File: src/rtl/bf_pkg.sv
// Shared definitions for the Bellman-Ford result unload path.
package bf_pkg;

  localparam int ADDR_W = 13;
  localparam int DATA_W = 16;
  localparam int DEPTH  = 8192;
  localparam logic [15:0] INF_CODE = 16'hFFFF;

  // Streamer control states
  typedef enum logic [1:0] {
    IDLE   = 2'd0,
    STREAM = 2'd1,
    NEG    = 2'd2,
    DONE   = 2'd3
  } state_t;

endpackage

File: src/rtl/bf_result_streamer.sv
// Unloads the Output Memory onto a valid/ready stream once the solver
// finishes, or emits a single flagged word if a negative cycle was found.
module bf_result_streamer #(
  parameter int ADDR_W = bf_pkg::ADDR_W,
  parameter int DATA_W = bf_pkg::DATA_W,
  parameter int DEPTH  = bf_pkg::DEPTH,
  parameter logic [DATA_W-1:0] INF_CODE = bf_pkg::INF_CODE
) (
  input  logic              clock,
  input  logic              reset,
  input  logic              Finish,
  input  logic              NegCycle,
  output logic [ADDR_W-1:0] OMAR,
  input  logic [DATA_W-1:0] OMDR,
  output logic              OutValid,
  input  logic              OutReady,
  output logic [DATA_W-1:0] OutData,
  output logic [ADDR_W-1:0] OutIndex,
  output logic              OutInf,
  output logic              OutNeg,
  output logic              OutLast,
  output logic [ADDR_W:0]   InfCount,
  output logic              Busy,
  output logic              Done
);

  import bf_pkg::*;

  localparam logic [ADDR_W-1:0] LAST_ADDR = ADDR_W'(DEPTH - 1);

  state_t state, nextState;

  logic [ADDR_W-1:0] addr;
  logic              issuedAll;
  logic              prevFinish;
  logic              prevNeg;

  logic finishEdge;
  logic negEdge;
  logic accept;
  logic load;

  assign finishEdge = Finish & ~prevFinish;
  assign negEdge    = NegCycle & ~prevNeg;
  assign accept     = OutValid & OutReady;
  assign load       = (state == STREAM) & (~OutValid | OutReady) & ~issuedAll;

  assign OMAR = addr;
  assign Busy = (state == STREAM) || (state == NEG);
  assign Done = (state == DONE);

  // Remember last cycle's solver flags so only rising edges start a run
  always_ff @(posedge clock or posedge reset) begin
    if (reset) begin
      prevFinish <= 1'b0;
      prevNeg    <= 1'b0;
    end else begin
      prevFinish <= Finish;
      prevNeg    <= NegCycle;
    end
  end

  // Control state register
  always_ff @(posedge clock or posedge reset) begin
    if (reset) state <= IDLE;
    else       state <= nextState;
  end

  // Next-state logic; negative cycle wins over a simultaneous finish
  always_comb begin
    nextState = state;
    case (state)
      IDLE: begin
        if (negEdge)         nextState = NEG;
        else if (finishEdge) nextState = STREAM;
      end
      STREAM: begin
        if (accept && OutLast) nextState = DONE;
      end
      NEG: begin
        if (accept) nextState = DONE;
      end
      DONE:    nextState = DONE;
      default: nextState = IDLE;
    endcase
  end

  // Output register, read address counter and INF tally; outputs hold while stalled
  always_ff @(posedge clock or posedge reset) begin
    if (reset) begin
      addr      <= '0;
      issuedAll <= 1'b0;
      OutValid  <= 1'b0;
      OutData   <= '0;
      OutIndex  <= '0;
      OutInf    <= 1'b0;
      OutNeg    <= 1'b0;
      OutLast   <= 1'b0;
      InfCount  <= '0;
    end else begin
      if (accept && OutInf) InfCount <= InfCount + 1'b1;

      case (state)
        STREAM: begin
          if (load) begin
            OutData  <= OMDR;
            OutIndex <= addr;
            OutInf   <= (OMDR == INF_CODE);
            OutLast  <= (addr == LAST_ADDR);
            OutValid <= 1'b1;
            if (addr == LAST_ADDR) issuedAll <= 1'b1;
            else                   addr      <= addr + 1'b1;
          end else if (accept) begin
            OutValid <= 1'b0;
          end
        end
        NEG: begin
          if (!OutValid) begin
            OutData  <= '0;
            OutIndex <= '0;
            OutInf   <= 1'b0;
            OutNeg   <= 1'b1;
            OutLast  <= 1'b1;
            OutValid <= 1'b1;
          end else if (accept) begin
            OutValid <= 1'b0;
          end
        end
        default: begin
          OutValid <= 1'b0;
        end
      endcase
    end
  end

endmodule

File: config.mk
export PLATFORM = sky130hd
export DESIGN_NAME = bf_result_streamer
export DESIGN_NICKNAME = d
export VERILOG_FILES = /design/src/rtl/bf_pkg.sv /design/src/rtl/bf_result_streamer.sv
export SDC_FILE = /design/constraint.sdc
export NUM_CORES = 1
export LEC_CHECK = 0
export BUFFER_PORTS_ARGS = -buffer_cell sky130_fd_sc_hd__buf_2
export CAP_MARGIN = 30
export CORE_MARGIN = 2
export CORE_UTILIZATION = 55
export DETAILED_ROUTE_END_ITERATION = 16
export PLACE_DENSITY_LB_ADDON = 0.25
export SLEW_MARGIN = 20
export SYNTH_ARGS = -nofsm -noshare
export SYNTH_HDL_FRONTEND = slang
export SYNTH_SLANG_ARGS = --single-unit
File: constraint.sdc
create_clock -name clock -period 2.75 [get_ports clock]
set_input_delay 0.275 -clock clock [delete_from_list [all_inputs] [get_ports clock]]
set_output_delay 0.275 -clock clock [all_outputs]
set_load 0.01 [all_outputs]
After elaboration in Yosys (flattened, before gate mapping). Index checks and enable logic that the tools add are counted.

Register bits: 65. Bits of input ports: 21. Logic and storage cells: 68.

Add/subtract/negate cells: 2. Eq/ne operators: 11. Multiplexer cells: 22. Bitwise gates (word level): 11. Reductions and logical operators: 10.

Operators with widths (count): $mux W16 (2); $pmux W16 S2 (1); $mux W13 (2); $pmux W13 S2 (1); $eq A16 B16 Y1 const B (1); $add A14 B1 Y14 const B (1); $add A13 B1 Y13 const B (1); $eq A13 B13 Y1 const B (1); $reduce_and A3 Y1 (4); $mux W1 (8); $mux W2 (4); $pmux W2 S4 (1); $ne A2 B2 Y1 const B (3); $ne A3 B3 Y1 const B (2); $pmux W1 S2 (3); $and A1 B1 Y1 (5); $not A1 Y1 (5); $eq A2 B2 Y1 const B (2); $eq A2 B1 Y1 const B (1); $logic_and A1 B1 Y1 (2); $logic_not A2 Y1 (1); $ne A2 B1 Y1 const B (1); $reduce_and A2 Y1 (1); $reduce_bool A2 Y1 (1); other kinds (2) (2).

Longest topological paths before layout. Gate-level depths: netlist of run 1.

Word-level depth: 6. Mapped depth: 7. Mapped depth without buffers: 6.

Least setup slack after synthesis of run 1. Ideal clock, no wire load.

Path type: reg-to-reg. From: register addr[0], in the netlist OMAR[0]. To: register addr[1], in the netlist OMAR[1]. Setup time: 0.125 ns. Arrival time: 1.537 ns. Data required time: 2.625 ns. Slack: 1.087 ns. Cell stages (with the launch flop): 6. Buffers on the path: 0. Period minus slack after synthesis: 1.663 ns. Cells stage by stage: dfrtp_1 ha_1 nand4_2 nor3_4 nor2_2 mux2_4.

Longest elaborated chain between the ends: 3. Elaborated cells on any way between the ends: 4. Those cells by class: add/sub: 1; eq/ne: 1; bitwise: 1; reduce/logical: 1.

Ends and longest elaborated chain: start, declared (line bf_result_streamer.sv:33) `logic [ADDR_W-1:0] addr;`; start signal, assigned (line bf_result_streamer.sv:112) `else addr <= addr + 1'b1;`; branches (longest 3 deep; another with $add A13 B1 Y13).

Parallel ways; which one is timed is not known. A chain may end at the register's enable or synchronous reset.

Final worst setup path of run 1.
From: register state[1]. To: register OutInf.

Longest elaborated chain between the ends: 5. Elaborated cells on any way between the ends: 9. Those cells by class: eq/ne: 4; mux: 1; bitwise: 2; reduce/logical: 2.

Ends and longest elaborated chain: start, declared (line bf_result_streamer.sv:31) `state_t state, nextState;`; start signal, assigned (line bf_result_streamer.sv:66) `else state <= nextState;`; $eq A2 B1 Y1 (line bf_result_streamer.sv:46, bf_result_streamer.sv:103); $and A1 B1 Y1 (2 in a row) (line bf_result_streamer.sv:46) `assign load = (state == STREAM) & (~OutValid | OutReady) & ~issuedAll;`; $ne A2 B2 Y1 (no line); $reduce_and A3 Y1 (no line); end signal, assigned (line bf_result_streamer.sv:108) `OutInf <= (OMDR == INF_CODE);`; end, declared (line bf_result_streamer.sv:19) `output logic OutInf,`.

Several ways; a longest one is shown, not always the timed one.

==> results of run 1 <==
==> sequential cells by signal, indices dropped and copies added (netlist names) <==
register / flops
issuedAll: 1
prevNeg: 1
OutNeg: 1
OutValid: 1
OutInf: 1
OutData: 16
OutLast: 1
OutIndex: 13
OMAR: 13
state: 2
InfCount: 14
prevFinish: 1
==> report_power, final <==
part	leakage (uW)	internal, uW	switching [uW]
Clock	0.000109	560	365
Combinational	0.000880	66.5	74.9
Sequential	0.000849	995	28.3
==> cells by family after synthesis <==
group / after synthesis / synth area share
AOI/OAI and AO/OA: 46 / 0.131
xor gates and xnor gates: 20 / 0.0626
and+or+nand+nor: 69 / 0.146
DFF: 65 / 0.581
buffers and inverters: 16 / 0.0277
adders and majority gates: 6 / 0.0268
muxes: 6 / 0.0246
==> layout by cell type (no fill, tap or decap), drive strengths merged, types with 4 or more instances in the layout <==
master / synthesis / final
nand4: 14 / 14
inv: 8 / 8
and3: 4 / 4
nor4: 4 / 4
a22o: 28 / 28
clkbuf: 2 / 12
xor2: 10 / 10
nor3: 7 / 7
dfrtp: 65 / 65
nand2b: 5 / 5
xnor2: 10 / 10
nand2: 15 / 15
ha: 6 / 6
mux2: 4 / 4
buf: 6 / 84
a21oi: 5 / 5
nor2: 12 / 12
==> metal layers <==
metal	vias to the layer above	part of all wire	GRT usage
met5	-	0	0
met4	0	0.018	0.109
met3	10	0.056	0.0450
met2	70	0.47	0.340
met1	1072	0.46	0.306
li1	1001	-	-
==> through the flow <==
step	utilization	instances	power (uW)	hold WS (ps)
5_1_grt	0.724	387	2160	45.9
2_1_floorplan	-	228	1110	306
3_5_place_dp	0.677	371	1190	404
4_1_cts	0.724	387	2100	45.4
3_3_place_gp	0.677	371	1180	398
6_report	0.724	387	2090	53.4
==> worst register-to-register path, cell delays in order, from the launching register on <==
cell and delay [ps]:
dfrtp_1 400, inv_1 90, ha_1 260, and2b_2 270, and2_4 190, o21ai_2 120, buf_4 330, mux2i_1 240
==> worst min path at each step <==
| stage | from | endpoint | cells past startpoint |
|---|---|---|---|
| floorplan | Finish | prevFinish$_DFF_PP0_ | 0 |
| global placement | Finish | prevFinish$_DFF_PP0_ | 1 |
| detailed placement | NegCycle | prevNeg$_DFF_PP0_ | 1 |
| CTS | NegCycle | prevNeg$_DFF_PP0_ | 1 |
| global route | Finish | prevFinish$_DFF_PP0_ | 1 |
| finish | NegCycle | prevNeg$_DFF_PP0_ | 1 |
==> final cells by class <==
cell class              instances  area (um2)  share of cell area
repair buffers                 84         425               0.122
inverters                       8        30.0             0.00861
well taps                      67        83.8              0.0240
clock buffers                  12         155              0.0445
clock inverters                 4        75.1              0.0215
flip-flops and latches         65        1630               0.466
multi-input cells             147        1090               0.313
==> key figures, run 1 <==
Worst hold path
  • Hold Crit Class: in2reg

Logic synthesis
  • Most common cell in the netlist: dfrtp_1
  • Mapped Nets: 255
  • Yosys top cell by area: dfrtp_1
  • #FFs+latches synth: 65
  • EDFF count, synth: 0
  • Post-Syn Area per Cell: 12.3 um2
  • Synthesis warning total: 0
  • Post-synthesis cell count: 228
  • Sequential area share after synthesis: 0.581
  • Mapped Area: 2800 um2
  • Top_reg_cell synth: dfrtp_1
  • Post-synthesis async set-or-reset flop share: 1.00
  • Top cells by area, synth: dfrtp_1, a22o_1, xnor2_1
  • Share of the synthesized area in the top cell type: 0.581
  • Yosys cell types: 41
  • Synth top cells by count: dfrtp_1, a22o_1, nand2_1

Drt
  • DRT Pass-1 Iters: 5
  • Drt total wl: 5.97 mm
  • DR iter-0 viols: 106
  • DRC: 0
  • Vias: 2153
  • Antenna viol nets, final: 0
  • Wire per inst: 15.4 um
  • Vias/cell: 5.56

Critical path
  • CP max stage delay: 400 ps
  • WP depth: 7
  • Critical path type: reg2reg
  • Crit path buf inv count: 2
  • Critical register-to-register path startpoint: state[1]$_DFFE_PP0P_
  • Worst path cell trace: inv_1, ha_1, and2b_2, and2_4, o21ai_2, buf_4, mux2i_1
  • Worst R2R Path Depth: 7
  • Reg2Reg Capture Point: OutInf$_DFFE_PP0P_
  • Crit. Startpoint: state[1]$_DFFE_PP0P_
  • CP required: 3010 ps
  • Crit end category: flip-flop
  • Top delay family on crit path: simple AND/OR/NAND/NOR gates
  • Setup crit end: OutInf$_DFFE_PP0P_
  • Critical Path Source Type: flip-flop
  • FF-to-FF setup slack: 780 ps
  • Data arrival time of the critical path: 2230 ps
  • Crit-path slowest cell: dfrtp_1
  • Crit-path max FO: 31

Clocking
  • CTS tree: built
  • Root buffer cell: clkbuf_8
  • Postcts setup bufs: 0
  • H-tree depth: 3
  • # clock sinks: 65
  • Hold Buf Count CTS: 0
  • Post-cts sizing count: 0
  • Clock Latency Late Sink: 340 ps
  • CTS Buf Count: 9
  • Reg clk slew, reported paths: 70 ps
  • CTS max path bufs: 2

Timing
  • Skew final: 6.37 ps
  • Count of pins over their slew limit: 0
  • Fin. Hold Viols: 0
  • Slew @ Worst Pin: 772 ps
  • Setup TNS: 0 ps
  • Relative slew slack: 0.485
  • Worst setup margin: 777 ps
  • Setup-failing EPs final: 0
  • Fmax achieved: 507 MHz
  • RSZ-0062 raised after global routing: no
  • Final worst path period need: 1970 ps
  • Fin crit share: 0.718

Placement
  • IO buf count: 82
  • Dpl hpwl: 4.11 mm
  • Placement Setup Slack: 806 ps
  • Area post-placement: 3260 um2
  • Final GP Congestion: 0.774

Die
  • Initial core utilization: 0.581
  • Rows: 25
  • Die height: 75.3 um
  • Die footprint: 5670 um2
  • I/O pin total: 83
  • Core ar.: 4820 um2
  • Die W: 75.3 um

Layout
  • Layout cells sized above 1: 0.356
  • Filler instances: 360
  • Area growth syn-to-layout: 24.7%
  • Final Cell Area: 3490 um2
  • Layout Nets: 342
  • Ant diodes: 0

Global routing
  • Total Routing Usage GR: 0.222
  • Largest net degree at the start of global routing: 66
  • GRT overflow: 0
  • Initial antenna violation count: 0
  • Number of global-route vias before repair: 2005
  • First-pass GRT wire length: 9.41 mm

Flow run
  • Max-cap viol count: 0

Power
  • Leak: 0.00184 uW
  • Power per cell area: 599 nW/um2
  • Worst vdd ir: 373 uV

Outcome
  • Outcome: complete, no violations
(Power assumes the default switching activity.)
==> run 2, diff against run 1 <==
Settings changed: ABC_AREA from default to 1, CORE_UTILIZATION 55 to 53.
Clock period 2.75 ns to 2 ns, I/O delays scaled along.
==> run 2 against run 1 <==
Synthesized cell count rose by 71%. Sequential cell count stayed put. Die area rose by 17%. Routed wire length up 17%. Highest routed layer unchanged.
==> key figures, run 2 <==
Outcome
  • Outcome: complete, no violations

Placement
  • Area post-placement: 3630 um2
  • IO buf count: 82
  • Dpl hpwl: 4.87 mm
  • Final GP Congestion: 0.821

Timing
  • Fin crit share: 0.858
  • Skew final: 7.20 ps
  • Final worst path period need: 1720 ps
  • Fin. Hold Viols: 0
  • Relative slew slack: 0.744
  • Count of pins over their slew limit: 0
  • Slew @ Worst Pin: 380 ps
  • RSZ-0062 raised after global routing: no
  • Fmax achieved: 583 MHz
  • Setup TNS: 0 ps
  • Setup-failing EPs final: 0

Drt
  • DRT Pass-1 Iters: 4
  • DRC: 0
  • Antenna viol nets, final: 0
  • Drt total wl: 6.97 mm
  • Vias: 2727
  • DR iter-0 viols: 142
  • Wire per inst: 12.5 um
  • Vias/cell: 4.88

Power
  • Clock share of power: 0.263
  • Reg power frac: 0.398
  • Worst vdd ir: 714 uV
  • Power per cell area: 1150 nW/um2
  • Psw: 1690 uW
  • Cell-internal power: 2750 uW
  • Combinational Power Share: 0.338
  • Net Sw Frac: 0.381
  • Leak: 0.00223 uW

Critical path
  • Critical register-to-register path startpoint: state[1]$_DFFE_PP0P_
  • CP max stage delay: 410 ps
  • Crit-path slowest cell: dfrtp_1
  • Top delay family on crit path: simple AND/OR/NAND/NOR gates
  • Crit end category: flip-flop
  • Critical Path Source Type: flip-flop
  • Worst path cell trace: inv_1, ha_1, inv_1, nor2_1, nand2_4, nand2_2, nand2_4, inv_1, o21ai_0, nand2_1
  • Critical path type: reg2reg
  • Crit. Startpoint: state[1]$_DFFE_PP0P_
  • Data arrival time of the critical path: 2000 ps
  • CP required: 2290 ps
  • Worst path most repeated cell: inv_1
  • Crit path buf inv count: 3
  • Crit-path max FO: 32

Global routing
  • Total Routing Usage GR: 0.223
  • Initial antenna violation count: 0
  • Largest net degree at the start of global routing: 66
  • First-pass GRT wire length: 11.3 mm
  • Number of global-route vias before repair: 2476
  • GRT overflow: 0

Layout
  • Largest registers: OutData x16, InfCount x14
  • Max reg flops: 16
  • Ant diodes: 0
  • Area growth syn-to-layout: 22.0%
  • Most common cell after layout, fill and taps aside: nand2_1
  • Final Cell Area: 3870 um2
  • Layout cells sized above 1: 0.248
  • Top reg by flops: OutData
  • Layout Nets: 506
  • Most frequent cells in the layout: nand2_1, buf_2, dfrtp_1, inv_1, nor2_1

Clocking
  • CTS tree: built
  • Postcts setup bufs: 0
  • CTS Buf Count: 9
  • Root buffer cell: clkbuf_8
  • Reg clk slew, reported paths: 70 ps
  • # clock sinks: 65
  • CTS max path bufs: 2
  • Clock Latency Late Sink: 340 ps
  • H-tree depth: 3

Worst hold path
  • Hold Crit Class: in2reg
  • Hold_sp: OMDR[9]

Die
  • Core ar.: 5850 um2
  • Initial core utilization: 0.542
  • Die footprint: 6610 um2
  • I/O pin total: 83
  • Rows: 28
  • Die height: 81.3 um
  • Die W: 81.3 um

Logic synthesis
  • Share of the synthesized area in the top cell type: 0.513
  • Yosys cell types: 28
  • Sequential area share after synthesis: 0.513
  • Top_reg_cell synth: dfrtp_1
  • EDFF count, synth: 0
  • Synthesis warning total: 0
  • Mapped Area: 3170 um2
  • Post-synthesis async set-or-reset flop share: 1.00
  • Top cells by area, synth: dfrtp_1, nand2_1, inv_1
  • Post-synthesis cell count: 389
  • Most common cell in the netlist: nand2_1
  • Synth top cells by count: nand2_1, dfrtp_1, inv_1
  • #FFs+latches synth: 65
  • Mapped Nets: 416
  • Yosys top cell by area: dfrtp_1
  • Post-Syn Area per Cell: 8.15 um2

Flow run
  • Max-cap viol count: 0
[run 2: final cells by class]
cell class,count,area (um2)
fillers,508,1980
clock buffers,14,173
repair buffers,87,468
flip-flops and latches,65,1630
inverters,32,121
multi-input cells,284,1350
clock inverters,2,35.0
well taps,75,93.8
[run 2: per-layer routing]
layer	up-vias	track usage	part of all wire
met1	1280	0.293	0.45
met4	0	0.0814	0.015
met3	11	0.0533	0.060
met5	-	0	0
li1	1373	-	-
met2	63	0.358	0.48
[run 2: logic make-up (layout without fill, tap and decap cells)]
group	count (synthesis)	after routing	synth area share
AND/OR/NAND/NOR	256	256	0.349
flip-flops	65	65	0.513
buffers and inverters	40	135	0.0608
XOR/XNOR	13	13	0.0359
AO/OA/AOI/OAI	9	9	0.0178
adder cells (fa/ha/maj)	6	6	0.0237
[run 2: stage by stage]
step | hold WS, ps | cells | utilization | setup slack [ps] | power [uW]
after floorplan | 231 | 389 | - | 174 | 2930
final | 65.0 | 559 | 0.661 | 285 | 4430
after global placement | 292 | 540 | 0.620 | 373 | 3260
after global routing | 74.7 | 559 | 0.661 | 94.1 | 4760
after detailed placement | 295 | 540 | 0.620 | 284 | 3310
after CTS | 60.5 | 559 | 0.661 | 271 | 4480
[run 2: worst paths after layout]
| check | end | slack (ps) | cells past startpoint |
|---|---|---|---|
| min in group asynchronous | prevFinish$_DFF_PP0_ | 450 | 4 |
| worst max register to register | OutLast$_DFFE_PP0P_ | 280 | 10 |
| worst max-delay path | OutLast$_DFFE_PP0P_ | 280 | 10 |
| max in group asynchronous | InfCount[9]$_DFFE_PP0P_ | 1250 | 4 |
| worst min-delay path | OutData[9]$_DFFE_PP0P_ | 60 | 3 |
| worst min register to register | OutData[9]$_DFFE_PP0P_ | 470 | 2 |
[run 2: repair_timing]
action,in CTS,in global routing
endpoints found under the hold margin,67,0
resized for setup,0,0
hold buffers,3,0
[run 2: worst reg2reg max path, cell delays in order (launching register included)]
cell and delay, ps:
dfrtp_1 410, inv_1 90, ha_1 160, inv_1 70
nor2_1 180, nand2_4 130, nand2_2 120, nand2_4 200
inv_1 140, o21ai_0 90, nand2_1 70
[run 2: power groups by stage]
stage / clock (uW) / combinational (uW) / sequential (uW)
floorplan: 0 / 1080 / 1850
global placement: 0 / 1490 / 1780
detailed placement: 0 / 1510 / 1790
CTS: 1180 / 1530 / 1770
global route: 1250 / 1700 / 1810
finish: 1170 / 1500 / 1770
==> run 3, diff against run 2 <==
Settings changed: ABC_AREA 1 to 0, CORE_MARGIN 2 to default, CORE_UTILIZATION 53 to 51.
==> run 3 against run 2 <==
Hold slack better by 32 ps. Critical endpoint is now OMAR[1]$_DFFE_PP0P_. Global-route usage is 0.72 points higher. Sequential cell count stayed put. Routed wire length is 15% lower. First-iteration DRC count is 35% lower. Combinational power is 86% lower. Setup slack worse by 61 ps. Die area is 13% lower. Register-to-register slack worse by 60 ps. Cell count is 29% lower. Clock power is 16% lower.
==> key figures, run 3 (synthesis gave the netlist of run 1 again) <==
Global routing
  • First-pass GRT wire length: 10.4 mm
  • Largest net degree at the start of global routing: 29
  • Total Routing Usage GR: 0.230
  • Initial antenna violation count: 0
  • Number of global-route vias before repair: 2133
  • GRT overflow: 0

Timing
  • Slew @ Worst Pin: 644 ps
  • Setup-failing EPs final: 0
  • Fin crit share: 0.888
  • Fin. Hold Viols: 0
  • Relative slew slack: 0.570
  • Final worst path period need: 1780 ps
  • Setup TNS: 0 ps
  • Count of pins over their slew limit: 0
  • RSZ-0062 raised after global routing: no
  • Skew final: 7.60 ps
  • Fmax achieved: 563 MHz

Power
  • Clock share of power: 0.378
  • Psw: 612 uW
  • Power Total: 2590 uW
  • Worst vdd ir: 425 uV
  • Power per cell area: 742 nW/um2
  • Cell-internal power: 1980 uW
  • Reg power frac: 0.543
  • Leak: 0.00185 uW
  • Net Sw Frac: 0.236
  • Combinational Power Share: 0.079

Critical path
  • Top delay family on crit path: simple AND/OR/NAND/NOR gates
  • Crit path buf inv count: 0
  • Critical Path Source Type: flip-flop
  • Worst path cell trace: ha_1, nand4_2, nor3_4, nor2_2, mux2_4
  • Crit-path max FO: 6
  • CP required: 2220 ps
  • CP max stage delay: 440 ps
  • Critical path type: reg2reg
  • Crit-path slowest cell: dfrtp_1
  • Crit end category: flip-flop
  • Data arrival time of the critical path: 1990 ps

Placement
  • Final GP Congestion: 0.810
  • IO buf count: 82
  • Dpl hpwl: 4.12 mm
  • Cells after DPL: 377
  • Area post-placement: 3290 um2

Clocking
  • Root buffer cell: clkbuf_8
  • Postcts setup bufs: 0
  • Post-cts sizing count: 0
  • CTS Buf Count: 9
  • # clock sinks: 65
  • Reg clk slew, reported paths: 70 ps
  • CTS tree: built
  • Clock Latency Late Sink: 330 ps
  • H-tree depth: 3
  • Hold Buf Count CTS: 3
  • CTS max path bufs: 2

Layout
  • Non-filler cells, final: 396
  • Layout cells sized above 1: 0.356
  • Top reg by flops: OutData
  • Final Cell Area: 3490 um2
  • Area growth syn-to-layout: 24.7%
  • Ant diodes: 0
  • Most common cell after layout, fill and taps aside: buf_2
  • Largest registers: OutData x16, InfCount x14
  • Filler instances: 404
  • Max reg flops: 16
  • Layout Nets: 348
  • Most frequent cells in the layout: buf_2, dfrtp_1, a22o_1, nand2_1, nand4_1

Die
  • Core ar.: 5200 um2
  • Rows: 26
  • Initial core utilization: 0.537
  • Die footprint: 5790 um2
  • Die W: 76.1 um
  • Die height: 76.1 um
  • I/O pin total: 83

Drt
  • Wire per inst: 14.9 um
  • DRC: 0
  • DRT Pass-1 Iters: 4
  • Antenna viol nets, final: 0
  • Vias: 2154
  • Drt total wl: 5.91 mm
  • DR iter-0 viols: 93
  • Vias/cell: 5.44

Outcome
  • Outcome: complete, no violations

Worst hold path
  • Hold Crit Class: in2reg

Flow run
  • Max-cap viol count: 0
-- run 3: cell count changes in the layout (fill, tap and decap cells not counted), moves of 5 or more --
cell / delta
nand3_1: -11
inv_1: -18
nand2_1: -173
a22o_1: +28
a21oi_1: +5
nor2_1: -15
nand2_2: -6
xnor2_1: +5
nand2b_1: +5
-- run 3: worst register-to-register path: stages (launching register included) --
cell     delay, ps
dfrtp_1        440
ha_1           300
nand4_2        200
nor3_4         300
nor2_2         110
mux2_4         300
-- run 3: final timing paths --
check / from / end / slack, ps / cells past startpoint
setup reg to reg: OMAR[0]$_DFFE_PP0P_ / OMAR[1]$_DFFE_PP0P_ / 220 / 5
hold reg to reg: issuedAll$_DFFE_PP0P_ / issuedAll$_DFFE_PP0P_ / 460 / 1
hold / removal: OMDR[9] / OutData[9]$_DFFE_PP0P_ / 100 / 2
max in group asynchronous: reset / state[1]$_DFFE_PP0P_ / 830 / 4
min in group asynchronous: reset / InfCount[10]$_DFFE_PP0P_ / 460 / 3
setup / recovery: OMAR[0]$_DFFE_PP0P_ / OMAR[1]$_DFFE_PP0P_ / 220 / 5
-- run 3: power groups by stage --
stage	Combinational [uW]	Clock (uW)	Sequential, uW
2_1_floorplan	75.6	0	1450
3_3_place_gp	195	0	1430
3_5_place_dp	200	0	1430
4_1_cts	208	1000	1410
5_1_grt	227	1060	1410
6_report	204	980	1410
-- run 3: per-stage QoR --
stage	util	hold slack, ps	worst slack, ps
6_report	0.670	96.9	224
5_1_grt	0.670	98.0	92.4
4_1_cts	0.670	88.3	220
3_5_place_dp	0.631	272	231
3_3_place_gp	0.631	272	275
2_1_floorplan	-	231	174
-- run 3: layer usage --
layer / wire length (um) / track usage / vias up
li1: - / - / 1011
met1: 2750 / 0.310 / 1072
met2: 2780 / 0.360 / 67
met3: 321 / 0.0707 / 4
met4: 57 / 0.0692 / 0
met5: 0 / 0 / -
-- run 3: area by class of cell --
type                            count  area [um2]  share of cell area
Tap cell                           70        87.6              0.0251
Multi-Input combinational cell    147        1090               0.313
Inverter                            8        30.0             0.00861
Timing Repair Buffer               90         478               0.137
Clock buffer                       13         159              0.0455
Sequential cell                    65        1630               0.466
Clock inverter                      3        15.0             0.00430
